## config.mk

```make
export PLATFORM = sky130hd
export DESIGN_NAME = control_sequencer
export DESIGN_NICKNAME = d
export VERILOG_FILES = /design/src/rtl/control_sequencer.sv
export SDC_FILE = /design/constraint.sdc
export NUM_CORES = 1
export LEC_CHECK = 0
export ABC_AREA = 0
export CORE_MARGIN = 2
export CORE_UTILIZATION = 45
export DETAILED_ROUTE_END_ITERATION = 16
export GPL_ROUTABILITY_DRIVEN = 0
export PLACE_DENSITY_LB_ADDON = 0.3
export SYNTH_ARGS = -nofsm -noshare
export SYNTH_HDL_FRONTEND = slang
export SYNTH_SLANG_ARGS = --single-unit
```

## constraint.sdc

```tcl
create_clock -name clk -period 2.05 [get_ports clk]
set_clock_uncertainty 0.2 [all_clocks]
set_input_delay 0.3075 -clock clk [delete_from_list [all_inputs] [get_ports clk]]
set_output_delay 0.3075 -clock clk [all_outputs]
set_load 0.01 [all_outputs]
```

## src/rtl/control_sequencer.sv

```systemverilog
// control_sequencer: multi-cycle control FSM for the RISC-V datapath, with
// data-memory ready handshake and timeout, halt detection and a retire counter.
module control_sequencer #(
  parameter int CNT_W       = 32,
  parameter int MEM_TIMEOUT = 15
) (
  input  logic             clk,
  input  logic             rst,
  input  logic             start,
  input  logic [2:0]       Opcode,
  input  logic             z,
  input  logic             mem_ready,
  output logic             beq,
  output logic             mem_read,
  output logic             mem_write,
  output logic             alu_src,
  output logic             mem_to_reg,
  output logic             reg_write,
  output logic [1:0]       alu_op,
  output logic             pc_write,
  output logic             busy,
  output logic             halted,
  output logic             err,
  output logic [CNT_W-1:0] instr_count,
  output logic [2:0]       state
);
  typedef enum logic [2:0] {IDLE, FETCH, DECODE, EXEC, MEM, WB, HALT} state_t;
  state_t           state_q, state_d;
  logic [2:0]       ir_op_q, ir_op_d;
  logic [7:0]       wait_q, wait_d;
  logic             err_q, err_d;
  logic [CNT_W-1:0] cnt_q;
  logic             is_r, is_ld, is_sd, is_beq, in_ex;
  assign is_r   = ~ir_op_q[2];
  assign is_ld  = ir_op_q == 3'b100;
  assign is_sd  = ir_op_q == 3'b101;
  assign is_beq = ir_op_q == 3'b110;
  assign in_ex  = state_q == EXEC || state_q == MEM || state_q == WB;
  always_comb begin
    state_d = state_q;
    ir_op_d = ir_op_q;
    wait_d  = wait_q;
    err_d   = err_q;
    case (state_q)
      IDLE:    state_d = start ? FETCH : IDLE;
      FETCH: begin
        state_d = DECODE;
        ir_op_d = Opcode;
      end
      DECODE:  state_d = &ir_op_q ? HALT : EXEC;
      EXEC: begin
        state_d = is_r ? WB : is_beq ? FETCH : MEM;
        wait_d  = 8'd0;
      end
      MEM:
        if (mem_ready) state_d = is_ld ? WB : FETCH;
        else if (wait_q == 8'(MEM_TIMEOUT - 1)) begin
          state_d = HALT;
          err_d   = 1'b1;
        end else wait_d = wait_q + 8'd1;
      WB:      state_d = FETCH;
      default: state_d = state_q;
    endcase
  end
  always_ff @(posedge clk or posedge rst)
    if (rst) begin
      state_q <= IDLE;
      ir_op_q <= 3'b000;
      wait_q  <= 8'd0;
      err_q   <= 1'b0;
      cnt_q   <= '0;
    end else begin
      state_q <= state_d;
      ir_op_q <= ir_op_d;
      wait_q  <= wait_d;
      err_q   <= err_d;
      if (pc_write) cnt_q <= cnt_q + CNT_W'(1);
    end
  // sd retires in the MEM cycle that sees mem_ready, so its strobe follows mem_ready
  assign pc_write    = (state_q == EXEC && is_beq) || state_q == WB || (state_q == MEM && is_sd && mem_ready);
  assign beq         = state_q == EXEC && is_beq;
  assign mem_read    = state_q == MEM && is_ld;
  assign mem_write   = state_q == MEM && is_sd;
  assign reg_write   = state_q == WB;
  assign mem_to_reg  = state_q == WB && is_ld;
  assign alu_src     = in_ex && (is_ld || is_sd);
  assign alu_op      = !in_ex ? 2'b00 : is_r ? ir_op_q[1:0] : is_beq ? 2'b01 : 2'b00;
  assign busy        = state_q != IDLE && state_q != HALT;
  assign halted      = state_q == HALT;
  assign err         = err_q;
  assign instr_count = cnt_q;
  assign state       = state_q;
endmodule

```

# After elaboration in Yosys (flattened, before gate mapping)

Index checks and enable logic that the tools add are counted.

RAM bits: 0
Bits in read-only memories: 0
Output and inout bits: 47
Logic and storage cells: 56
Bits in registers: 47
Bits of input ports: 8
Bits in latches: 0
Memories: 0

Mux-type cells: 14
$mul: 0
Shift operators: 0
Divide/modulo/power cells: 0
$lt $le $gt $ge: 0
Bitwise gates (word level): 1
Equality and inequality tests: 14
Add/subtract/negate cells: 2
Reduce and logical (&&, ||, !) cells: 20

Operators by type and width:

| cell                  | count |
|---|---|
| $add 32x1->32 const B | 1 |
| $eq 3x3->1 const B    | 6 |
| $mux 3                | 6 |
| $pmux 3 s6            | 1 |
| $mux 8                | 2 |
| $pmux 8 s2            | 1 |
| $reduce_and 3->1      | 3 |
| $add 8x1->8 const B   | 1 |
| $eq 8x4->1 const B    | 1 |
| $logic_and 1x1->1     | 7 |
| $eq 3x2->1 const B    | 2 |
| $ne 3x3->1 const B    | 2 |
| $reduce_bool 6->1     | 1 |
| $logic_or 1x1->1      | 5 |
| $mux 2                | 2 |
| $ne 2x2->1 const B    | 2 |
| $eq 3x1->1 const B    | 1 |
| $logic_not 3->1       | 1 |
| $reduce_bool 3->1     | 1 |
| $mux 1                | 2 |
| $reduce_and 2->1      | 1 |
| $reduce_bool 2->1     | 1 |
| $not 1->1             | 1 |

# Logic depth before layout (Yosys ltp)

Depth in word-level cells: 4
Depth in mapped cells: 8
Mapped depth without buffers: 7

# Worst setup path before layout

OpenSTA, ideal clock, no wires.

Path kind: register -> register
From: reg wait_q[0]
To: reg wait_q[4]
Path buffers: 0
Period minus slack after synthesis: 2.002 ns
Cell stages (with the launch flop): 8
Data required time: 1.740 ns
Path slack: 0.048 ns
Library setup time: 0.110 ns
Data arrival time: 1.692 ns
Cells stage by stage: dfrtp_1 -> inv_1 -> ha_1 -> or3b_1 -> o41ai_4 -> and2_1 -> o21ai_0 -> o41ai_1

Word-level cells in the longest chain between the ends: 4
Elaborated cells on any way between the ends: 7
Classes of those cells: add/sub: 1; eq/ne: 2; mux: 3; reduce/logical: 1

RTL lines:

| element                  | line | source |
|---|---|---|
| start: declaration       | 30   | `logic [7:0] wait_q, wait_d;` |
| start signal: assignment | 75   | `wait_q <= wait_d;` |
| $add 8x1->8              | 60   | `end else wait_d = wait_q + 8'd1;` |
| $mux 8                   | 57   | `else if (wait_q == 8'(MEM_TIMEOUT - 1)) begin` |
| $mux 8                   | 56   | `if (mem_ready) state_d = is_ld ? WB : FETCH;` |
| $pmux 8 s2               | 44   | `case (state_q)` |

Several ways; a longest one is shown, not always the timed one. The select of a mux whose other input is x is not followed.
A chain may end at the register's enable or synchronous reset.

# Worst setup path in the final report

From: reg state_q[2] (netlist: state[2])
To: reg wait_q[7]

Word-level cells in the longest chain between the ends: 3
Elaborated cells on any way between the ends: 7
Classes of those cells: eq/ne: 4; mux: 1; reduce/logical: 2

RTL lines:

| element                                                          | line | source |
|---|---|---|
| start: declaration                                               | 28   | `state_t state_q, state_d;` |
| start signal: assignment                                         | 73   | `state_q <= state_d;` |
| $eq 3x3->1 / $eq 3x2->1 (equally long branches)                  | 44   |  |
| $ne 2x2->1 (no line) / $reduce_bool 2->1 (equally long branches) | --   |  |
| $reduce_and 3->1 (no line)                                       | --   |  |

Several ways; a longest one is shown, not always the timed one.

==> impl_metrics.json <==
{
  "status": "finished, violations left",
  "violations": "negative setup slack",
  "grt_overflow": 0,
  "slowest_delay_ps": 360,
  "synth-edff-count": 0,
  "grt_pass1_vias": 2141,
  "ios": 55,
  "power_mw": 3.91,
  "cts-root-buf": "clkbuf_8",
  "ys_warn_count": 0,
  "htree_levels": 2,
  "dieArea_mm2": 0.00598,
  "crit_start": "state[2]",
  "rows": 26,
  "cp.depth": 8,
  "grt_pass1_wl_um": 9760,
  "r2r-start": "state[2]",
  "cp-start-kind": "register",
  "slew_violations": 0,
  "cp_common_cell": "buf_4",
  "placed_cell_area_mm2": 0.00332,
  "path_clk_slew_ps": 90,
  "die_x_um": 77.3,
  "drc": 0,
  "clock-sinks": 47,
  "worstReg2RegEnd": "wait_q[7]",
  "ant_nets": 0,
  "crit_chain": "buf_4 > buf_4 > nor4b_4 > o41ai_4 > buf_6 > nor4_4 > xnor2_1 > nor2_1",
  "port_buffers": 53,
  "core_area_mm2": 0.00514,
  "synth_area_leader_cell": "dfrtp_1",
  "drive_above_1_share_pct": 35.4,
  "first_iter_violations": 126,
  "routedWlPerCell_um": 15.6,
  "synth_top_cell_area_share_pct": 48.6,
  "rsz0062_at_grt": "true",
  "period_share_pct": 105,
  "timing.hold.ws_ps": 148,
  "yosysSeqAreaShare_pct": 48.6,
  "r2r_slack_ps": -90,
  "fillers": 394,
  "cp_slowest_cell": "dfrtp_1",
  "first_pass_iters": 4,
  "area_delta_synth_final_pct": 55.9,
  "hp-class": "input port to async pin",
  "clk_latency_ps": 300,
  "grtUsageTotal_pct": 20.4,
  "relSlewSlack_pct": 76.2,
  "worstMarginPinSlew_ps": 356,
  "fin_crit_ps": 2140,
  "wl_um": 6520,
  "finalSetupViolCount": 15,
  "endpoint": "wait_q[7]",
  "dp_hpwl_um": 3900,
  "syn_inst": 236,
  "p_leak_nw": 1.71,
  "ys_ff_latch": 47,
  "start_util_pct": 47.1,
  "die_y_um": 77.3,
  "netlist_area_mm2": 0.00242,
  "path_buf_inv": 3,
  "finalHoldViolations": 0,
  "grt_max_degree": 48,
  "grtUsageMet2_pct": 36.2,
  "cts_tree": "yes",
  "ff2ff_path_depth": 8,
  "grt.met3_usage_pct": 3.14,
  "worst-path-max-fanout": 10,
  "grt-busiest-layer": "met2",
  "ys.flop_type": "dfrtp_1",
  "critical_path.top_delay_family": "simple AND/OR/NAND/NOR gates",
  "cp_data_arrival_time_ps": 2140,
  "cts_buffer_depth": 2,
  "criticalPathCategory": "register to register",
  "syn_nets": 247,
  "power_density_mw_per_mm2": 1040,
  "ir_drop_v": 0.000822,
  "fin_area_mm2": 0.00377,
  "avgSynthCellArea_um2": 10.3,
  "cp-end-kind": "register",
  "synth_area_leaders": "dfrtp_1 49%, xnor2_1 10%, nand4_1 3.4%",
  "gr-usage-met1_pct": 25.6,
  "antenna_found_initial": 0,
  "cap_viol_max_count": 0,
  "synth_cell_type_count": 38,
  "antenna_cells": 0,
  "final_util_pct": 73.4,
  "numCtsBuffers": 5,
  "viasPerCell": 5.30,
  "setup_ws_ps": -93.1,
  "async_reset_ff_share_pct": 100,
  "nets": 357,
  "fmax_ghz": 0.467,
  "critPathRequiredTime_ps": 2050,
  "vias": 2209,
  "dp_slack_ps": -293
}
-- report_power, final --
group          leakage, nW  internal, mW  switching [mW]
sequential           0.632          1.06           0.131
combinational         1.02          1.07           0.951
clock               0.0587         0.370           0.332
-- tightest hold or removal path: cells and delay by family --
kind | cells | cell delay (ps)
buffers and inverters | 3 | 720
-- metal layers --
metal	routed length, um	share of wire [%]
met1	2760	42
met2	3460	53
met3	233	3.6
met4	72	1.1
met5	0	0
-- cells in the mapped netlist (4+ instances only) --
cell type   n
nand4_1    13
xor2_1      9
mux2_2      5
inv_1       7
nand2_1    19
dfrtp_1    47
nand3_1    16
xnor2_1    28
buf_2       4
nand2b_1    4
o21ai_0     8
and3_1      6
nor2_1     20
a21oi_1     7
and4_1      4
nor3_1      7
-- what timing repair did --
| item | CTS | global route |
|---|---|---|
| buffers inserted | 10 | 7 |
| setup endpoints to repair | 34 | 45 |
| hold buffers | 0 | 0 |
| resized for setup | 42 | 56 |
| pin swaps | 6 | 23 |
-- worst min path at each step --
stage / slack [ps] / depth (start not counted) / to
2_1_floorplan: 250 / 1 / wait_q[3]
3_3_place_gp: 250 / 1 / err
3_5_place_dp: 270 / 1 / err
4_1_cts: 170 / 3 / instr_count[31]
5_1_grt: 170 / 3 / instr_count[29]
6_report: 150 / 3 / instr_count[31]
-- cell usage in the layout (no fill, tap or decap), types with 2 or more instances in the layout --
cell              n
mux2_2            5
dlygate4sd2_1     2
nor3_4            2
dfrtp_1          45
xor2_1            9
xnor2_2           2
nand3_2           5
clkbuf_8          5
o21ai_1           2
inv_1             4
a31oi_1           2
xnor2_1          26
a21oi_2           3
buf_4            48
inv_2             3
nor3_2            2
o21ai_0           3
clkbuf_2          3
nand3b_1          3
and4_1            3
and3_4            2
o21ai_2           3
and2_4            3
nand4_1          13
ha_1              2
dfrtp_2           2
nor3_1            3
nand2b_1          4
buf_2             5
clkdlybuf4s50_1  41
nand2_1          18
and3_1            4
nand3_1          11
a21oi_1           4
buf_6            10
nor2_1           18
nor3b_1           2
-- final cells by class --
| type | count | area, um^2 | area share (%) |
|---|---|---|---|
| clock buffers | 5 | 68.8 | 1.82 |
| well taps | 70 | 87.6 | 2.32 |
| repair buffers | 112 | 985 | 26.1 |
| clock inverters | 3 | 47.5 | 1.26 |
| multi-input cells | 173 | 1380 | 36.6 |
| flip-flops and latches | 47 | 1180 | 31.2 |
| inverters | 7 | 26.3 | 0.696 |
-- metrics by stage --
stage                     setup TNS [ps]  cells
after floorplan                        0    236
after global placement             -5080    393
after detailed placement           -5880    393
after CTS                           -343    410
after global routing               -2760    417
final                               -614    417
-- sequential cells by signal (all words and copies together), names as in the netlist --
name and flops:
err 1, instr_count 32, ir_op_q 3, state 3
wait_q 8
-- cell families (layout without fill, tap and decap cells) --
| logic type | after synthesis | count (layout) | share of synthesized area [%] |
|---|---|---|---|
| AOI/OAI and AO/OA | 22 | 22 | 6.36 |
| xor gates and xnor gates | 37 | 37 | 13.4 |
| adders and majority gates | 3 | 3 | 1.55 |
| buffers and inverters | 16 | 127 | 3.46 |
| DFF | 47 | 47 | 48.6 |
| muxes | 5 | 5 | 2.33 |
| and+or+nand+nor | 106 | 106 | 24.3 |
No activity file was read; power rests on OpenSTA's default activity.
